<file path="src/rtl/fp_itof32_seq_if.sv">
// Handshake/data bundle for the sequential integer-to-FP32 converter.
// master drives the request (ld, operand, mode); slave returns the result.
interface fp_itof32_seq_if;
  logic        ld;
  logic        sgn_i;
  logic [2:0]  rm;
  logic [31:0] a;
  logic [31:0] o;
  logic        done;
  logic        busy;
  logic        inexact;

  modport master (
    output ld, sgn_i, rm, a,
    input  o, done, busy, inexact
  );

  modport slave (
    input  ld, sgn_i, rm, a,
    output o, done, busy, inexact
  );
endinterface

</file>
<file path="src/rtl/fp_itof32_seq.sv">
// Four-state sequential int32/uint32 to FP32 converter (IDLE->NORM->RND->DONE).
// Define FP_ITOF32_RM_EN to honour the rm port; otherwise it always rounds to nearest-even.
module fp_itof32_seq (
  input  logic              clk,
  input  logic              rst_n,
  input  logic              ce,
  fp_itof32_seq_if.slave    bus
);

  typedef enum logic [1:0] {IDLE, NORM, RND, DONE} state_t;

  state_t      state_q, state_d;
  logic [31:0] a_q, a_d;
  logic        sgn_q, sgn_d;
  logic [2:0]  rm_q, rm_d;
  logic        sign_q, sign_d;
  logic        zero_q, zero_d;
  logic [7:0]  exp_q, exp_d;
  logic [31:0] norm_q, norm_d;
  logic [31:0] res_q, res_d;
  logic        rinx_q, rinx_d;
  logic [31:0] o_q, o_d;
  logic        inexact_q, inexact_d;
  logic        done_q, done_d;
  logic        busy_q, busy_d;

  // Normalisation helpers
  logic        neg;
  logic [31:0] mag;
  logic [4:0]  lz;

  // Rounding helpers
  logic [22:0] mant;
  logic        guard, sticky, inx, inc;
  logic [2:0]  rm_eff;
  logic [23:0] mant_sum;
  logic        carry;
  logic [7:0]  exp_r;
  logic [22:0] mant_r;
  logic        unused_ok;

  // Last set bit wins, so the result is 31 - msb; zero is flagged separately.
  function automatic logic [4:0] clz32(input logic [31:0] v);
    logic [4:0] n;
    n = 5'd31;
    for (int i = 0; i < 32; i++) begin
      if (v[i]) n = 5'(31 - i);
    end
    return n;
  endfunction

`ifdef FP_ITOF32_RM_EN
  assign rm_eff    = rm_q;
  assign unused_ok = norm_q[31];
`else
  assign rm_eff    = 3'd0;
  assign unused_ok = ^{norm_q[31], rm_q};
`endif

  always_comb begin
    neg = sgn_q & a_q[31];
    mag = neg ? (~a_q + 32'd1) : a_q;
    lz  = clz32(mag);
  end

  always_comb begin
    mant   = norm_q[30:8];
    guard  = norm_q[7];
    sticky = |norm_q[6:0];
    inx    = guard | sticky;
    case (rm_eff)
      3'd1:    inc = 1'b0;
      3'd2:    inc = sign_q & inx;
      3'd3:    inc = ~sign_q & inx;
      3'd4:    inc = guard;
      default: inc = guard & (sticky | mant[0]);
    endcase
    mant_sum = {1'b0, mant} + {23'd0, inc};
    carry    = mant_sum[23];
    // Carry out of an all-ones mantissa bumps the exponent; max reachable is 159.
    exp_r    = exp_q + {7'd0, carry};
    mant_r   = carry ? 23'd0 : mant_sum[22:0];
  end

  always_comb begin
    state_d   = state_q;
    a_d       = a_q;
    sgn_d     = sgn_q;
    rm_d      = rm_q;
    sign_d    = sign_q;
    zero_d    = zero_q;
    exp_d     = exp_q;
    norm_d    = norm_q;
    res_d     = res_q;
    rinx_d    = rinx_q;
    o_d       = o_q;
    inexact_d = inexact_q;
    done_d    = (state_q == DONE);
    busy_d    = (state_q != IDLE) || bus.ld;
    case (state_q)
      IDLE: begin
        if (bus.ld) begin
          a_d     = bus.a;
          sgn_d   = bus.sgn_i;
          rm_d    = bus.rm;
          state_d = NORM;
        end
      end
      NORM: begin
        sign_d  = neg;
        zero_d  = (mag == 32'd0);
        norm_d  = mag << lz;
        exp_d   = 8'd158 - {3'd0, lz};
        state_d = RND;
      end
      RND: begin
        res_d   = zero_q ? 32'd0 : {sign_q, exp_r, mant_r};
        rinx_d  = zero_q ? 1'b0 : inx;
        state_d = DONE;
      end
      DONE: begin
        o_d       = res_q;
        inexact_d = rinx_q;
        state_d   = IDLE;
      end
      default: state_d = IDLE;
    endcase
  end

  always_ff @(posedge clk) begin
    if (!rst_n) begin
      state_q   <= IDLE;
      a_q       <= '0;
      sgn_q     <= 1'b0;
      rm_q      <= '0;
      sign_q    <= 1'b0;
      zero_q    <= 1'b0;
      exp_q     <= '0;
      norm_q    <= '0;
      res_q     <= '0;
      rinx_q    <= 1'b0;
      o_q       <= '0;
      inexact_q <= 1'b0;
      done_q    <= 1'b0;
      busy_q    <= 1'b0;
    end else if (ce) begin
      state_q   <= state_d;
      a_q       <= a_d;
      sgn_q     <= sgn_d;
      rm_q      <= rm_d;
      sign_q    <= sign_d;
      zero_q    <= zero_d;
      exp_q     <= exp_d;
      norm_q    <= norm_d;
      res_q     <= res_d;
      rinx_q    <= rinx_d;
      o_q       <= o_d;
      inexact_q <= inexact_d;
      done_q    <= done_d;
      busy_q    <= busy_d;
    end
  end

  assign bus.o       = o_q;
  assign bus.inexact = inexact_q;
  assign bus.done    = done_q;
  assign bus.busy    = busy_q;

endmodule

</file>
<file path="src/flat_wrapper.sv">
// flat-port wrapper written by rule: the top's interface ports become plain ports
module fp_itof32_seq_flat 
  (clk, rst_n, ce, bus_ld, bus_sgn_i, bus_rm, bus_a, bus_o, bus_done, bus_busy, bus_inexact);
  fp_itof32_seq_if bus_i ();
  input  logic clk;
  input  logic rst_n;
  input  logic ce;
  input wire logic [$bits(bus_i.ld)-1:0] bus_ld;
  input wire logic [$bits(bus_i.sgn_i)-1:0] bus_sgn_i;
  input wire logic [$bits(bus_i.rm)-1:0] bus_rm;
  input wire logic [$bits(bus_i.a)-1:0] bus_a;
  output wire logic [$bits(bus_i.o)-1:0] bus_o;
  output wire logic [$bits(bus_i.done)-1:0] bus_done;
  output wire logic [$bits(bus_i.busy)-1:0] bus_busy;
  output wire logic [$bits(bus_i.inexact)-1:0] bus_inexact;
  assign bus_i.ld = bus_ld;
  assign bus_i.sgn_i = bus_sgn_i;
  assign bus_i.rm = bus_rm;
  assign bus_i.a = bus_a;
  assign bus_o = bus_i.o;
  assign bus_done = bus_i.done;
  assign bus_busy = bus_i.busy;
  assign bus_inexact = bus_i.inexact;
  fp_itof32_seq u_core (.clk(clk), .rst_n(rst_n), .ce(ce), .bus(bus_i));
endmodule
</file>
<file path="config.mk">
export PLATFORM = sky130hd
export DESIGN_NAME = fp_itof32_seq_flat
export DESIGN_NICKNAME = d
export VERILOG_FILES = /design/src/rtl/fp_itof32_seq_if.sv /design/src/rtl/fp_itof32_seq.sv /design/src/flat_wrapper.sv
export SDC_FILE = /design/constraint.sdc
export NUM_CORES = 1
export LEC_CHECK = 0
export BUFFER_PORTS_ARGS = -buffer_cell sky130_fd_sc_hd__buf_4
export CAP_MARGIN = 25
export CORE_MARGIN = 8
export CORE_UTILIZATION = 45
export CTS_CLUSTER_DIAMETER = 60
export DETAILED_ROUTE_END_ITERATION = 8
export MAX_ROUTING_LAYER = met4
export PLACE_DENSITY_LB_ADDON = 0.08
export REMOVE_ABC_BUFFERS = 1
export SYNTH_ARGS = -nofsm -noshare
export SYNTH_HDL_FRONTEND = slang
export SYNTH_SLANG_ARGS = --single-unit
</file>
<file path="constraint.sdc">
create_clock -name clk -period 5.5 [get_ports clk]
set_input_delay 0 -clock clk [delete_from_list [all_inputs] [get_ports clk]]
set_output_delay 0 -clock clk [all_outputs]
set_load 0.05 [all_outputs]
</file>
==> flow_metrics.env <==
export IMPL_post_route_period_util_pct=87.07
export IMPL_crit_required_ns=5.82
export IMPL_ff_latch_area_um2=2883
export IMPL_avgViaCountPerCell=5.798
export IMPL_tns_ns=0
export IMPL_hold_viol=0
export IMPL_die_area_um2=27270
export IMPL_finClkSkew_ns=0.01055
export IMPL_use_met3_pct=3.768
export IMPL_ys_seq_area_share_pct=28.80
export IMPL_final_area_um2=11720
export IMPL_cts_htree_levels=4
export IMPL_synth_edf_count=0
export IMPL_drc=0
export IMPL_hp_class="input port to flop"
export IMPL_p_total_mw=3.763
export IMPL_hpwl_mm=22.05
export IMPL_rows=54
export IMPL_use_met2_pct=35.42
export IMPL_synth_cell_area_um2=10010
export IMPL_root_buffer="clkbuf_16"
export IMPL_cts_tree="yes"
export IMPL_dpl_cell_area_um2=10810
export IMPL_cts_sinks=144
export IMPL_clock_fmax_ghz=0.2088
export IMPL_totalWireLength_mm=30.14
export IMPL_grt_antenna_before_repair=0
export IMPL_path_max_fanout=12
export IMPL_ff2ff_path_depth=14
export IMPL_area_delta_synth_final_pct=17.11
export IMPL_grt_pass1_wl_mm=49.12
export IMPL_tightest_slew_ns=0.7221
export IMPL_initial_core_util_pct=45.87
export IMPL_crit_path_end="u_core.norm_q[23]"
export IMPL_ioPinCount=75
export IMPL_wl_per_cell_um=18.15
export IMPL_core_um2=21820
export IMPL_overflow=0
export IMPL_firstDrtPassIters=6
export IMPL_synth_cell_types=94
export IMPL_path_class="flop to flop"
export IMPL_dominantRegCellSynth="dfxtp_1"
export IMPL_synthArstFlopShare_pct=0
export IMPL_cts_made_buffers=17
export IMPL_cts_resized=0
export IMPL_regToRegSetupSlack_ns=0.71
export IMPL_ir_drop_v=0.0002209
export IMPL_ys_seq_elements=144
export IMPL_finalSetupViolations=0
export IMPL_cts_hold_buf=34
export IMPL_rsz0062_at_grt="false"
export IMPL_maxSlewViolCount=0
export IMPL_crit_arrival_ns=5.10
export IMPL_max_cap_violations=0
export IMPL_met1_usage_pct=29.20
export IMPL_grt_pass1_vias=9064
export IMPL_drive_gt1_share_pct=14.93
export IMPL_portBuffers=71
export IMPL_vias=9625
export IMPL_end_kind="flop"
export IMPL_die_y_um=165.1
export IMPL_r2r_end="u_core.norm_q[23]"
export IMPL_p_leak_nw=4.490
export IMPL_yosys_warnings=0
export IMPL_postRouteAntennaNets=0
export IMPL_grt_busiest_layer="met2"
export IMPL_drtIter0Drc=701
export IMPL_place_gp_congestion=0.9799
export IMPL_nFillCells=2143
export IMPL_clockBufferDepth=2
export IMPL_groute_usage_overall_pct=22.99
export IMPL_path_clk_slew_ns=0.07
export IMPL_final_nets=1419
export IMPL_syn_inst=1300
export IMPL_start_kind="flop"
export IMPL_powerDensity_nw_per_um2=321.0
export IMPL_num_antenna_cells=0
export IMPL_post_cts_setup_buffer_count=0
export IMPL_grt_max_degree=75
export IMPL_r2r_start="u_core.a_q[2]"
export IMPL_die_x_um=165.1
export IMPL_finalCriticalPeriod_ns=4.789
export IMPL_slew_headroom_pct=51.86
export IMPL_syn_avg_cell_area_um2=7.700
export IMPL_status="finished clean"
export IMPL_crit_start="u_core.a_q[2]"
export IMPL_multiInputGateArea_um2=6556
export IMPL_insertion_delay_ns=0.43
==> worst max-delay path, cell delays in order (launching register included) <==
cell      delay (ns)
dfxtp_1         0.42
or4_4           0.65
nor2_1          0.38
a41oi_1         0.28
xnor2_1         0.45
a22o_1          0.23
a21o_1          0.17
o2111a_2        0.43
nor2_4          0.07
inv_2           0.25
o31ai_1         0.11
a211o_1         0.44
mux2i_1         0.41
o22ai_1         0.15
a211o_1         0.24
==> cell families after synthesis <==
family	count (synthesis)	synth area share, %
AND/OR/NAND/NOR	510	25.01
buffers and inverters	125	5.750
multiplexers	44	4.525
AO/OA/AOI/OAI	401	28.78
adder cells (fa/ha/maj)	11	1.375
flip-flops	144	28.80
XOR/XNOR	65	5.763
==> synthesized netlist by cell type, types with 4 or more instances <==
cell type | n | share of area [%]
a211o_1 | 7 | 0.61
a211oi_1 | 6 | 0.45
a21boi_0 | 73 | 5.5
a21boi_1 | 4 | 0.30
a21o_1 | 11 | 0.83
a21oi_1 | 52 | 2.6
a22o_1 | 6 | 0.52
a22oi_1 | 35 | 2.6
a31oi_1 | 17 | 1.1
a32o_1 | 8 | 0.80
and2_1 | 20 | 1.3
and3_1 | 16 | 1.0
buf_2 | 15 | 0.75
buf_4 | 9 | 0.67
buf_6 | 7 | 0.79
clkbuf_1 | 74 | 2.8
dfxtp_1 | 144 | 29
ha_1 | 11 | 1.4
inv_1 | 14 | 0.52
mux2_2 | 9 | 1.0
mux2i_1 | 34 | 3.4
nand2_1 | 223 | 8.4
nand2b_1 | 9 | 0.56
nand3_1 | 44 | 2.2
nand4_1 | 11 | 0.69
nor2_1 | 62 | 2.3
nor2b_1 | 40 | 2.5
nor3_1 | 30 | 1.5
nor3b_1 | 4 | 0.30
nor4_1 | 11 | 0.69
nor4_4 | 4 | 0.85
o211ai_1 | 17 | 1.3
o21a_1 | 7 | 0.52
o21ai_0 | 46 | 2.3
o21ai_1 | 17 | 0.85
o221ai_1 | 12 | 1.0
o22ai_1 | 14 | 0.87
o31ai_1 | 11 | 0.83
or2_1 | 4 | 0.25
or2_2 | 9 | 0.56
or3_1 | 6 | 0.38
xnor2_1 | 30 | 2.6
xor2_1 | 34 | 3.0
==> metrics by stage <==
stage	setup slack (ns)	util, %	hold WS [ns]	cells
floorplan	0.9904	-	0.1090	1191
global placement	0.7810	49.42	0.2625	1594
detailed placement	0.8271	49.55	0.2690	1595
CTS	0.7875	53.72	0.01510	1660
global route	0.3562	53.72	0.07396	1660
finish	0.7110	53.72	0.04293	1660
==> flip-flops by register name, indices dropped and copies added, names as in the netlist <==
signal	cells
u_core.bus.done	1
u_core.state_q	2
u_core.sign_q	1
u_core.zero_q	1
u_core.bus.o	32
u_core.norm_q	31
u_core.exp_q	8
u_core.sgn_q	1
u_core.rinx_q	1
u_core.a_q	32
u_core.bus.inexact	1
u_core.bus.busy	1
u_core.res_q	32
==> power by group <==
| group | total [mW] | leakage [nW] | switching [mW] | internal, mW |
|---|---|---|---|---|
| clock network | 1.16 | 0.268 | 0.528 | 0.636 |
| registers | 1.13 | 1.16 | 0.0550 | 1.08 |
| logic | 1.47 | 3.06 | 0.911 | 0.558 |
==> worst min-delay path by stage <==
stage                     slack, ns                 to  cells after the start      start
after floorplan                0.11  u_core.norm_q[18]                      2      rst_n
after global routing           0.07  u_core.state_q[0]                      3     bus_ld
after CTS                      0.02  u_core.state_q[0]                      3     bus_ld
final                          0.04  u_core.state_q[0]                      3     bus_ld
after global placement         0.26     u_core.a_q[18]                      3  bus_a[18]
after detailed placement       0.27      u_core.a_q[5]                      3   bus_a[5]
==> routing by layer <==
| metal | wire length (µm) | vias to the layer above |
|---|---|---|
| li1 | - | 4848 |
| met1 | 13840 | 4431 |
| met2 | 13700 | 283 |
| met3 | 1448 | 63 |
| met4 | 1146 | 0 |
| met5 | 0 | - |
==> placed cells by master (no fill, tap or decap), drive strengths merged, types with 24 or more instances in the layout <==
cell type	count
nand3	44
xnor2	31
mux2i	34
dlygate4sd3	34
a21boi	78
nor3	31
o21ai	64
a22oi	35
nand2	223
nor2b	40
a21oi	52
xor2	34
nor2	65
buf	124
inv	24
dfxtp	144
==> area by class of cell <==
class | count | share of cell area, %
multi-input combinational | 1031 | 55.93
clock inverter | 14 | 1.227
inverter | 16 | 0.5123
sequential | 144 | 24.59
tap | 280 | 2.989
clock buffer | 17 | 3.629
timing repair buffer | 158 | 11.12
No activity file was read; power rests on OpenSTA's default activity.
